$ cat config.mk
export PLATFORM = sky130hd
export DESIGN_NAME = tgbase64_bitpacker
export DESIGN_NICKNAME = d
export VERILOG_FILES = /design/src/rtl/tgbase64_bitpacker.sv
export SDC_FILE = /design/constraint.sdc
export NUM_CORES = 1
export LEC_CHECK = 0
export ABC_AREA = 1
export CORE_ASPECT_RATIO = 1.75
export CORE_MARGIN = 2
export CORE_UTILIZATION = 49
export DETAILED_ROUTE_END_ITERATION = 6
export PLACE_DENSITY = 0.84
export REMOVE_ABC_BUFFERS = 1
export SLEW_MARGIN = 10
export SYNTH_ARGS = -nofsm -noshare
export SYNTH_HDL_FRONTEND = slang
export SYNTH_SLANG_ARGS = --single-unit
$ cat constraint.sdc
create_clock -name clk -period 1.7 [get_ports clk]
set_clock_uncertainty 0.2 [all_clocks]
set_input_delay 0.17 -clock clk [delete_from_list [all_inputs] [get_ports clk]]
set_output_delay 0.17 -clock clk [all_outputs]
set_load 0.005 [all_outputs]
$ cat src/rtl/tgbase64_bitpacker.sv
// ---------------------------------------------------------------------------
// tgbase64_bitpacker
//
// Packs a serial stream of 6-bit tgBASE symbols MSB-first into 8-bit bytes
// (4 symbols -> 3 bytes). A message ends on an explicit flush pulse or
// automatically after MAX_SYMS accepted symbols; any partial byte left over
// is zero-padded on the right. Bytes leave through a valid/ready handshake
// with a registered output stage.
//
// Ports
//   clk         rising-edge clock
//   rst         asynchronous active-high reset
//   sym_in      6-bit tgBASE symbol (0..63)
//   sym_valid   sym_in is valid
//   sym_ready   packer accepts sym_in this cycle
//   flush       end-of-message request (single-cycle pulse)
//   byte_out    packed byte (registered)
//   byte_valid  byte_out is valid (registered)
//   byte_ready  downstream accepts byte_out
//   byte_last   byte_out is the final byte of the message
//   done        one-cycle pulse once the message is fully drained
//   sym_cnt     symbols accepted in the current message
// ---------------------------------------------------------------------------
module tgbase64_bitpacker #(
   parameter int MAX_SYMS = 146,
   parameter int CNT_W    = 8
) (
   input  logic             clk,
   input  logic             rst,
   input  logic [5:0]       sym_in,
   input  logic             sym_valid,
   output logic             sym_ready,
   input  logic             flush,
   output logic [7:0]       byte_out,
   output logic             byte_valid,
   input  logic             byte_ready,
   output logic             byte_last,
   output logic             done,
   output logic [CNT_W-1:0] sym_cnt
);

   typedef enum logic [1:0] {
      ST_RUN   = 2'd0,
      ST_FLUSH = 2'd1,
      ST_DONE  = 2'd2
   } state_t;

   // Count value seen on the cycle that accepts the final symbol of a message.
   localparam logic [CNT_W-1:0] LAST_CNT = CNT_W'(MAX_SYMS - 1);

   state_t      state;
   logic [13:0] acc;     // bit accumulator, oldest valid bit at [nbits-1]
   logic [3:0]  nbits;   // number of valid bits in acc, 0..13

   logic        out_free;
   logic        push;
   logic        pop;
   logic        pad;
   logic        last_push;
   logic [13:0] pop_shift;
   logic [13:0] pad_shift;
   logic [7:0]  pop_byte;
   logic [7:0]  pad_byte;

   // NOTE: always_comb assigns every output before any condition so no latch is inferred.
   always_comb begin
      out_free  = !byte_valid || byte_ready;
      // Symbols are only taken while fewer than 8 bits are buffered, which
      // guarantees room for 6 more bits and keeps push and pop exclusive.
      sym_ready = !rst && (state == ST_RUN) && (nbits < 4'd8);
      push      = sym_valid && sym_ready;
      last_push = push && (sym_cnt == LAST_CNT);
      pop       = (state != ST_DONE) && out_free && (nbits >= 4'd8);
      pad       = (state == ST_FLUSH) && out_free && (nbits != 4'd0) && (nbits < 4'd8);

      // Top 8 valid bits: acc[nbits-1 -: 8]; only meaningful when nbits>=8.
      pop_shift = acc >> (nbits - 4'd8);
      pop_byte  = pop_shift[7:0];

      // Remaining nbits (<8) moved to the top of the byte, zeros below; the
      // stale bits above nbits fall off the top of the 8-bit slice.
      pad_shift = acc << (4'd8 - nbits);
      pad_byte  = pad_shift[7:0];

      // A byte is last once nothing is left to pack behind it in this message.
      byte_last = byte_valid && (state == ST_FLUSH) && (nbits == 4'd0);
   end

   // NOTE: sequential state uses non-blocking assignments so every register samples pre-edge values.
   always_ff @(posedge clk or posedge rst) begin
      if (rst) begin
         state      <= ST_RUN;
         acc        <= '0;
         nbits      <= '0;
         sym_cnt    <= '0;
         byte_out   <= '0;
         byte_valid <= 1'b0;
         done       <= 1'b0;
      end else begin
         done <= 1'b0;

         // Output register: load on pop or pad, otherwise release on accept.
         if (pop) begin
            byte_out   <= pop_byte;
            byte_valid <= 1'b1;
         end else if (pad) begin
            byte_out   <= pad_byte;
            byte_valid <= 1'b1;
         end else if (byte_ready) begin
            byte_valid <= 1'b0;
         end

         case (state)
            ST_RUN: begin
               if (push) begin
                  acc     <= {acc[7:0], sym_in};
                  nbits   <= nbits + 4'd6;
                  sym_cnt <= sym_cnt + 1'b1;
               end else if (pop) begin
                  nbits <= nbits - 4'd8;
               end
               // A symbol accepted together with flush still belongs to
               // this message; the MAX_SYMS-th symbol acts as a flush.
               if (flush || last_push) begin
                  state <= ST_FLUSH;
               end
            end

            ST_FLUSH: begin
               if (pop) begin
                  nbits <= nbits - 4'd8;
               end else if (pad) begin
                  nbits <= 4'd0;
               end
               // Drained once no bits remain and the final byte is gone or
               // leaving on this edge.
               if ((nbits == 4'd0) && out_free) begin
                  state <= ST_DONE;
                  done  <= 1'b1;
               end
            end

            ST_DONE: begin
               acc     <= '0;
               nbits   <= '0;
               sym_cnt <= '0;
               state   <= ST_RUN;
            end

            default: begin
               state <= ST_RUN;
            end
         endcase
      end
   end

endmodule

==> run metrics, run 1 <==
Setup crit end kind=flop; Internal=3.31 mW; Initial Util=50.8%; maximum vdd drop=0.00137 V; register area share after synthesis=41.4%; Synth area leader=dfrtp_1; crit path kind=reg -> reg; Root Driver=clkbuf_8; Die W=55.1 um; pin count of the biggest net entering global routing=25; Hold-fix buffers, CTS=0; post-placement worst setup slack=-0.142 ns; number of synthesized register bits=37; DIE AREA=5140 um^2; Crit path depth=10; global placer's final weighted congestion=0.920; Mapped Cells=294; maximum clock rate=514 MHz; max_cap viols=0; clock latency on the worst-skew pair=0.30 ns; crit share post-route=114%; top post-synthesis cells by area=dfrtp_1, nand2_1, o21ai_0; Longest Clk Path Bufs=2; WP buf/inv=3; critical path's slowest cell=dfrtp_1; sequential group share of total power=23.5%; crit path cell chain=inv_2 -> ha_4 -> buf_6 -> nand4_1 -> nand2_1 -> nand2_1 -> inv_2 -> nand3_2 -> nand2_1 -> nand2_1; Buffers on Ports=30; PwrDens=1970 nW/um^2; FF-to-FF End=nbits[1]; vias per cell=5.90; Hold Vio Cnt, Final=0; RSZ-0062 raised after global routing=yes; switch share=47.6%; peak per-stage delay on the critical path=0.44 ns; post-synth top area share=41.4%; Syn-to-layout area delta=43.2%; Power Total=6.31 mW; drt pass-1 iters=6; status=complete, but fails checks; CP delay by family, top=simple AND/OR/NAND/NOR gates; final core utilization=72.8%; Reg clk slew, reported paths=0.08 ns; crit-path max FO=3; CTS buffer count=5; Die Y=93.4 um; io pins=31; TritonCTS clock tree=done; placed wire-length estimate=4230 um; global-route wire length before repair=10,600 um; crit path to=nbits[1]; failing checks=negative setup slack; reg2reg start=state[1]; leak pwr=1.46 nW; total wire length=6930 um; DRC Markers=0; Tmin final=1.95 ns; Initial DRC Count=112; vias in the first global route=2,441; CP startpoint kind=flop; ant diodes=0; CORE AREA=4400 um^2; layout cells sized above 1=29.5%; Final Max Slew Viols=0; R2R Setup Slk=-0.25 ns; unique cell type count in the Yosys netlist=30; Synth Cell Area=2240 um^2; Antenna Nets Post-Route=0; Rows=32; Worst-Margin Slew=0.387 ns; Max transition margin=74.1%; total global routing overflow=0; WL/cell=16.7 um; worst reg-to-reg path cell count=10; YS warnings=0; total net switching power=3.00 mW; Final nets=381; worst hold path class=in -> async; initial antenna violation count=0; most numerous cell on the critical path=nand2_1; combinational share of power=65.9%; H-tree depth=2; Filler cells=304; post-route setup slack=-0.245 ns; CTS Sinks=37; Final setup viols=37; average size of a mapped cell=7.61 um^2; via count=2,442; Critical Path RT=1.69 ns; Worst EP arrival=1.94 ns; clock share of power=10.6%; gr usage total=27.2%; crit path from=state[1]
[timing repair]
item	in CTS	in global routing
gates cloned	1	0
setup buffers	5	7
gates resized for setup	33	58
endpoints found under the setup margin	37	40
pin swaps	12	17
[synth_stat cells]
library cell,instances
nand2_1,70
dfrtp_1,37
inv_1,33
o21ai_0,31
nand3_1,29
nor2_1,14
nand4_1,11
ha_1,8
o22ai_1,8
a21oi_1,7
nor3_1,7
o211ai_1,6
buf_4,4
nor2_4,4
o21ai_1,4
inv_2,3
nand3_2,3
buf_2,2
nand2_2,2
a21o_1,1
buf_6,1
clkbuf_1,1
clkinv_1,1
inv_4,1
nand3b_1,1
nor2_2,1
nor3b_1,1
o21a_1,1
o21ai_2,1
xor2_1,1
[worst min-delay path, cell delays in order]
cell             delay (ns)
clkdlybuf4s50_1        0.40
inv_1                  0.15
buf_4                  0.26
[power by group through the flow]
stage               Combinational [mW]  Sequential (mW)  Clock, mW
detailed placement                3.11             1.48          0
global route                      4.52             1.53      0.708
CTS                               3.44             1.46      0.667
floorplan                         1.78             1.49          0
global placement                  3.02             1.46          0
finish                            4.16             1.48      0.669
[flip-flops by register name, summed over array words and instances, names as in the netlist]
| register | cells |
|---|---|
| sym_cnt | 8 |
| state | 2 |
| done | 1 |
| acc | 14 |
| byte_valid | 1 |
| byte_out | 8 |
| nbits | 3 |
[logic make-up (layout without fill, tap and decap cells)]
group,after synthesis,count (layout),synth area share (%)
adders and majority gates,8,8,4.47
buffers and inverters,46,115,8.95
AOI/OAI and AO/OA,59,59,14.7
and+or+nand+nor,143,143,30.1
DFF,37,37,41.4
xor gates and xnor gates,1,1,0.392
[per-layer routing]
metal,vias up,global-route usage (%),wire [um]
met1,1162,30.4,2590
met2,129,45.5,3690
li1,1123,-,-
met3,28,4.79,357
met5,-,0,0
met4,0,16.3,292
[through the flow]
stage	area [um^2]	hold WS, ns	std cells	TNS [ns]
floorplan	2180	0.120	286	-14.39
global placement	2750	0.261	393	-0.970
detailed placement	2750	0.265	393	-3.13
CTS	2970	0.0902	407	-0.476
global route	3200	0.144	414	-7.57
finish	3200	0.115	414	-4.94
[area by class of cell]
cell class / count / area [um^2] / area share (%)
clock inverter: 3 / 25.0 / 0.781
timing repair buffer: 69 / 639 / 20.0
clock buffer: 5 / 68.8 / 2.15
inverter: 38 / 156 / 4.88
tap: 51 / 63.8 / 1.99
sequential: 37 / 930 / 29.0
multi-input combinational: 211 / 1320 / 41.2
[how the worst min path moves through the flow]
stage	start	endpoint	slack, ns	cells after the start
6_report	rst	done	0.12	3
5_1_grt	rst	byte_out[3]	0.14	3
4_1_cts	rst	done	0.09	3
3_5_place_dp	byte_out[7]	byte_out[7]	0.27	2
3_3_place_gp	byte_out[0]	byte_out[0]	0.26	2
2_1_floorplan	sym_in[0]	acc[0]	0.12	2
[layout by cell type (no fill, tap or decap), drive strengths merged]
cell type / netlist / layout
ha: 8 / 8
nor3b: 1 / 1
o21ai: 36 / 36
a21o: 1 / 1
nand2: 72 / 72
nand3: 32 / 32
clkdlybuf4s50: 0 / 28
clkbuf: 1 / 5
nand4: 11 / 11
o21a: 1 / 1
dfrtp: 37 / 37
o22ai: 8 / 8
nor3: 7 / 7
nor2: 19 / 19
buf: 7 / 41
a21oi: 7 / 7
clkinvlp: 0 / 2
xor2: 1 / 1
o211ai: 6 / 6
inv: 37 / 39
nand3b: 1 / 1
Power figures use the tool's default switching activity.
==> run 2: changes to the inputs <==
--- a/config.mk
+++ b/config.mk
@@ -9,6 +9,7 @@
 export CORE_ASPECT_RATIO = 1.75
 export CORE_MARGIN = 2
 export CORE_UTILIZATION = 49
+export CTS_BUF_LIST = sky130_fd_sc_hd__clkbuf_16
 export DETAILED_ROUTE_END_ITERATION = 6
 export PLACE_DENSITY = 0.84
 export REMOVE_ABC_BUFFERS = 1
==> constraint.sdc (replaced) <==
create_clock -name clk -period 1.6 [get_ports clk]
set_clock_uncertainty 0.2 [all_clocks]
set_input_delay 0.16 -clock clk [delete_from_list [all_inputs] [get_ports clk]]
set_output_delay 0.16 -clock clk [all_outputs]
set_load 0.005 [all_outputs]
==> run metrics, run 2 (synthesis gave the netlist of run 1 again) <==
Hold WS=0.129 ns (+0.0138 ns); leak pwr=1.52 nW (+4.5%); CTS Sinks=37 (unchanged); CP startpoint kind=flop; Reg clk slew, reported paths=0.06 ns (-0.02 ns); Tmin final=1.97 ns (+0.0201 ns); Initial DRC Count=75 (-33%); Final setup viols=37 (unchanged); CP delay by family, top=simple AND/OR/NAND/NOR gates; WP buf/inv=3 (unchanged); Hold Vio Cnt, Final=0 (unchanged); crit-path max FO=4 (+1); DRC Markers=0 (unchanged); crit share post-route=123% (+8.4 points); biggest regs=acc (14), byte_out (8), sym_cnt (8); Longest Clk Path Bufs=2 (unchanged); commonest cells after routing, fill and taps aside=nand2_1, buf_4, dfrtp_1; vias per cell=5.82 (-1.3%); Rows=32 (unchanged); RSZ-0062 raised after global routing=yes; post-route setup slack=-0.365 ns (-0.120 ns); Die W=55.1 um (unchanged); Syn-to-layout area delta=45.2%; worst hold path class=in -> async; Buffers on Ports=30 (unchanged); io pins=31 (unchanged); Setup crit end kind=flop; setup TNS=-7.08 ns (-2.14 ns); maximum clock rate=509 MHz (-1.0%); Hold-fix buffers, CTS=0 (unchanged); Worst EP arrival=1.99 ns (+0.05 ns); crit path cell chain=inv_2 -> buf_6 -> ha_4 -> nand4_1 -> buf_4 -> nor3_4 -> nand4_1 -> nand2_1; via count=2,450 (+0.33%); Worst-Margin Slew=0.372 ns (-0.0145 ns); CTS buffer count=5 (unchanged); vias in the first global route=2,368 (-3.0%); TritonCTS clock tree=done; commonest non-fill, non-tap cell in the layout=nand2_1; crit path from=state[1]; failing checks=negative setup slack; layout cells sized above 1=27.8% (-1.6 points); Final nets=388 (+1.8%); PwrDens=2170 nW/um^2 (+10%); CORE AREA=4400 um^2 (unchanged); Power Total=7.05 mW (+12%); Initial Util=50.8% (unchanged); placed wire-length estimate=4240 um (+0.16%); Die Y=93.4 um (unchanged); pin count of the biggest net entering global routing=25 (unchanged); global placer's final weighted congestion=0.896 (-2.6%); status=complete, but fails checks; WL/cell=16.7 um (-0.44%); Antenna Nets Post-Route=0 (unchanged); most numerous cell on the critical path=nand4_1; clock latency on the worst-skew pair=0.29 ns (about the same); DIE AREA=5140 um^2 (unchanged); max_cap viols=0 (unchanged); number of flip-flops in the largest register=14 (unchanged); peak per-stage delay on the critical path=0.42 ns (-0.02 ns); gr usage total=28.6% (+1.4 points); ant diodes=0 (unchanged); Root Driver=clkbuf_16; crit path kind=reg -> reg; Biggest register=acc; critical path's slowest cell=dfrtp_1; final core utilization=73.8% (+1.0 points); maximum vdd drop=0.00172 V (+25%); initial antenna violation count=0 (unchanged); H-tree depth=2 (unchanged); total global routing overflow=0 (unchanged); Final Max Slew Viols=0 (unchanged); Critical Path RT=1.62 ns (-0.07 ns); total wire length=7010 um (+1.2%); global-route wire length before repair=10,700 um (+1.3%); drt pass-1 iters=4 (-2); reg2reg start=state[1]; Max transition margin=75.1% (+0.97 points)
-- run 2: cell types whose count changed in the layout (fill, tap and decap cells not counted), sizes merged --
| cell | previous run | this run |
|---|---|---|
| dlygate4sd2 | 0 | 2 |
| buf | 41 | 48 |
| bufinv | 0 | 2 |
| clkinvlp | 2 | 0 |
| inv | 39 | 37 |
| clkinv | 0 | 2 |
| clkdlybuf4s50 | 28 | 26 |
-- run 2: power by group --
part           total, mW  switching [mW]  internal, mW
registers           1.53           0.234          1.30
logic               4.22            2.42          1.79
clock network       1.29           0.404         0.890
-- run 2: worst paths after layout --
path	end	slack, ns	cells past startpoint
worst max-delay path	nbits[1]	-0.37	8
min in group clk	acc[0]	0.25	3
worst min-delay path	done	0.13	3
worst max register to register	nbits[1]	-0.37	8
worst min register to register	byte_out[0]	0.27	2
max in group asynchronous	sym_cnt[6]	0.76	3
-- run 2: repair_timing --
| action | in CTS | in global routing |
|---|---|---|
| resized for setup | 27 | 40 |
| pin swaps | 7 | 14 |
| setup buffers | 10 | 4 |
| setup endpoints to repair | 44 | 40 |
-- run 2: final cells by class --
cell class	count	area, um^2
flip-flops and latches	37	927
fillers	300	1150
multi-input cells	211	1250
clock inverters	3	65.1
repair buffers	76	671
clock buffers	5	125
inverters	38	149
well taps	51	63.8
-- run 2: routing by layer --
| layer | part of all wire [%] | wire [um] | track usage (%) | vias to the layer above |
|---|---|---|---|---|
| met5 | 0 | 0 | 0 | - |
| met1 | 37 | 2600 | 30.8 | 1171 |
| met4 | 5.0 | 350 | 18.3 | 0 |
| li1 | - | - | - | 1135 |
| met2 | 54 | 3780 | 47.7 | 113 |
| met3 | 4.1 | 288 | 6.23 | 31 |
-- run 2: worst min-delay path, stage by stage --
cell             delay [ns]
clkdlybuf4s50_1        0.39
inv_1                  0.16
buf_4                  0.27
-- run 2: per-stage QoR --
stage | std cells | cell area, um^2 | worst slack (ns)
after floorplan | 286 | 2180 | -0.751
after global placement | 399 | 2800 | -0.175
after detailed placement | 399 | 2800 | -0.226
after CTS | 417 | 3110 | -0.142
after global routing | 421 | 3250 | -0.402
final | 421 | 3250 | -0.365
==> run 3: changes to the inputs <==
--- a/config.mk
+++ b/config.mk
@@ -6,7 +6,6 @@
 export NUM_CORES = 1
 export LEC_CHECK = 0
 export ABC_AREA = 1
-export CORE_ASPECT_RATIO = 1.75
 export CORE_MARGIN = 2
 export CORE_UTILIZATION = 49
 export CTS_BUF_LIST = sky130_fd_sc_hd__clkbuf_16
==> run metrics, run 3 (synthesis gave the netlist of run 1 again) <==
status=complete, but fails checks; failing checks=negative setup slack; pin count of the biggest net entering global routing=36 (+44%); total wire length=7820 um (+12%); io pins=31 (unchanged); critical path's slowest cell=dfrtp_1; CORE AREA=4380 um^2 (-0.45%); post-route setup slack=-0.261 ns (+0.104 ns); CTS buffer count=5 (unchanged); DIE AREA=5120 um^2 (-0.41%); Final setup viols=37 (unchanged); crit path cell chain=inv_2 -> ha_4 -> buf_6 -> nand4_1 -> nand2_1 -> nand2_1 -> inv_2 -> nand3_2 -> nand2_1 -> nand2_1; Longest Clk Path Bufs=2 (unchanged); gr usage total=27.7% (-0.91 points); Antenna Nets Post-Route=0 (unchanged); max_cap viols=0 (unchanged); layout cells sized above 1=34.7% (+6.9 points); Root Driver=clkbuf_16; setup TNS=-7.10 ns (-0.0200 ns); Critical Path RT=1.57 ns (-0.05 ns); Final nets=401 (+3.4%); Hold Vio Cnt, Final=0 (unchanged); total global routing overflow=0 (unchanged); Worst EP arrival=1.83 ns (-0.16 ns); Reg area=926 um^2 (-0.13%); WP buf/inv=3 (unchanged); Die Y=71.6 um (-23%); vias in the first global route=2,342 (-1.1%); multi-input logic area=1380 um^2 (+10%); CTS Sinks=37 (unchanged); initial antenna violation count=0 (unchanged); global-route wire length before repair=11,200 um (+4.3%); Max transition margin=69.7% (-5.4 points); via count=2,565 (+4.7%); leak pwr=1.64 nW (+7.7%); CP delay by family, top=simple AND/OR/NAND/NOR gates; Syn-to-layout area delta=56.7%; worst hold path class=in -> async; PwrDens=2220 nW/um^2 (+2.2%); commonest non-fill, non-tap cell in the layout=nand2_1; Rows=24 (-25%); H-tree depth=2 (unchanged); Worst-Margin Slew=0.455 ns (+0.0823 ns); Placed Cells incl. Taps=404 (+1.3%); DRC Markers=0 (unchanged); Biggest register=acc; crit-path max FO=3 (-1); RSZ-0062 raised after global routing=yes; crit share post-route=116% (-6.5 points); Die W=71.6 um (+30%); Tmin final=1.86 ns (-0.104 ns); peak per-stage delay on the critical path=0.40 ns (-0.02 ns); maximum vdd drop=0.00127 V (-26%); final core utilization=79.9% (+6.2 points); placed wire-length estimate=4150 um (-2.0%); Reg clk slew, reported paths=0.06 ns (about the same); TritonCTS clock tree=done; commonest cells after routing, fill and taps aside=nand2_1, buf_4, dfrtp_1; crit path from=state[0]; Finished Layout Cells=435 (+3.3%); maximum clock rate=537 MHz (+5.6%); clock latency on the worst-skew pair=0.28 ns (about the same); Buffers on Ports=30 (unchanged); CP startpoint kind=flop; ant diodes=0 (unchanged); reg2reg start=state[0]; crit path kind=reg -> reg; vias per cell=5.90 (+1.3%); Initial Util=51.0% (+0.23 points); Filler cells=276 (-8.0%); number of flip-flops in the largest register=14 (unchanged); drt pass-1 iters=6 (+2); Hold-fix buffers, CTS=0 (unchanged); Final Max Slew Viols=0 (unchanged); global placer's final weighted congestion=0.910 (+1.6%); Setup crit end kind=flop; WL/cell=18.0 um (+8.0%); biggest regs=acc (14), byte_out (8), sym_cnt (8); Initial DRC Count=277 (+270%); most numerous cell on the critical path=nand2_1
## run 3: routing by layer
metal | vias up | share of wire [%] | wire length (um) | GRT usage [%]
met5 | - | 0 | 0 | 0
met4 | 0 | 4.4 | 343 | 10.3
met3 | 40 | 8.0 | 623 | 5.77
met2 | 157 | 50 | 3880 | 45.8
met1 | 1201 | 38 | 2980 | 36.0
li1 | 1167 | - | - | -
## run 3: path summary, 6_finish.rpt
check / cells past startpoint / slack, ns / endpoint
max in group asynchronous: 4 / 0.49 / acc[4]
min: 3 / 0.11 / state[1]
max reg2reg: 10 / -0.26 / nbits[2]
min in group clk: 3 / 0.24 / acc[4]
max: 10 / -0.26 / nbits[2]
min reg2reg: 2 / 0.29 / byte_out[7]
## run 3: metrics by stage
stage               total power [mW]  area (um^2)  worst slack [ns]  hold slack, ns
finish                          7.77         3500            -0.261           0.112
detailed placement              4.94         2820            -0.259           0.264
global placement                4.84         2820            -0.199           0.263
floorplan                       3.47         2180            -0.751           0.110
CTS                             6.86         3290            -0.134          0.0515
global route                    8.11         3500            -0.355           0.162
## run 3: timing repair
item | in CTS | in global routing
setup endpoints to repair | 44 | 39
setup buffers | 13 | 8
pin swaps | 15 | 11
gates cloned | 1 | 1
gates resized for setup | 70 | 37
## run 3: power by group
group	internal, mW	total [mW]	switching (mW)
Sequential	1.30	1.57	0.268
Clock	0.891	1.29	0.404
Combinational	2.12	4.91	2.79
Total	4.31	7.77	3.46
## run 3: worst register-to-register path, stage by stage (launching register included)
cell and delay (ns):
dfrtp_1 0.40, inv_2 0.15, ha_4 0.16, buf_6 0.10
nand4_1 0.20, nand2_1 0.14, nand2_1 0.07, inv_2 0.08
nand3_2 0.09, nand2_1 0.09, nand2_1 0.06
## run 3: area by class of cell
| cell class | instances | area share (%) |
|---|---|---|
| multi-input combinational | 211 | 39.2 |
| sequential | 37 | 26.4 |
| timing repair buffer | 88 | 22.3 |
| inverter | 38 | 4.53 |
| clock buffer | 5 | 3.57 |
| clock inverter | 3 | 1.86 |
| tap | 52 | 1.86 |
| timing repair inverter | 1 | 0.214 |
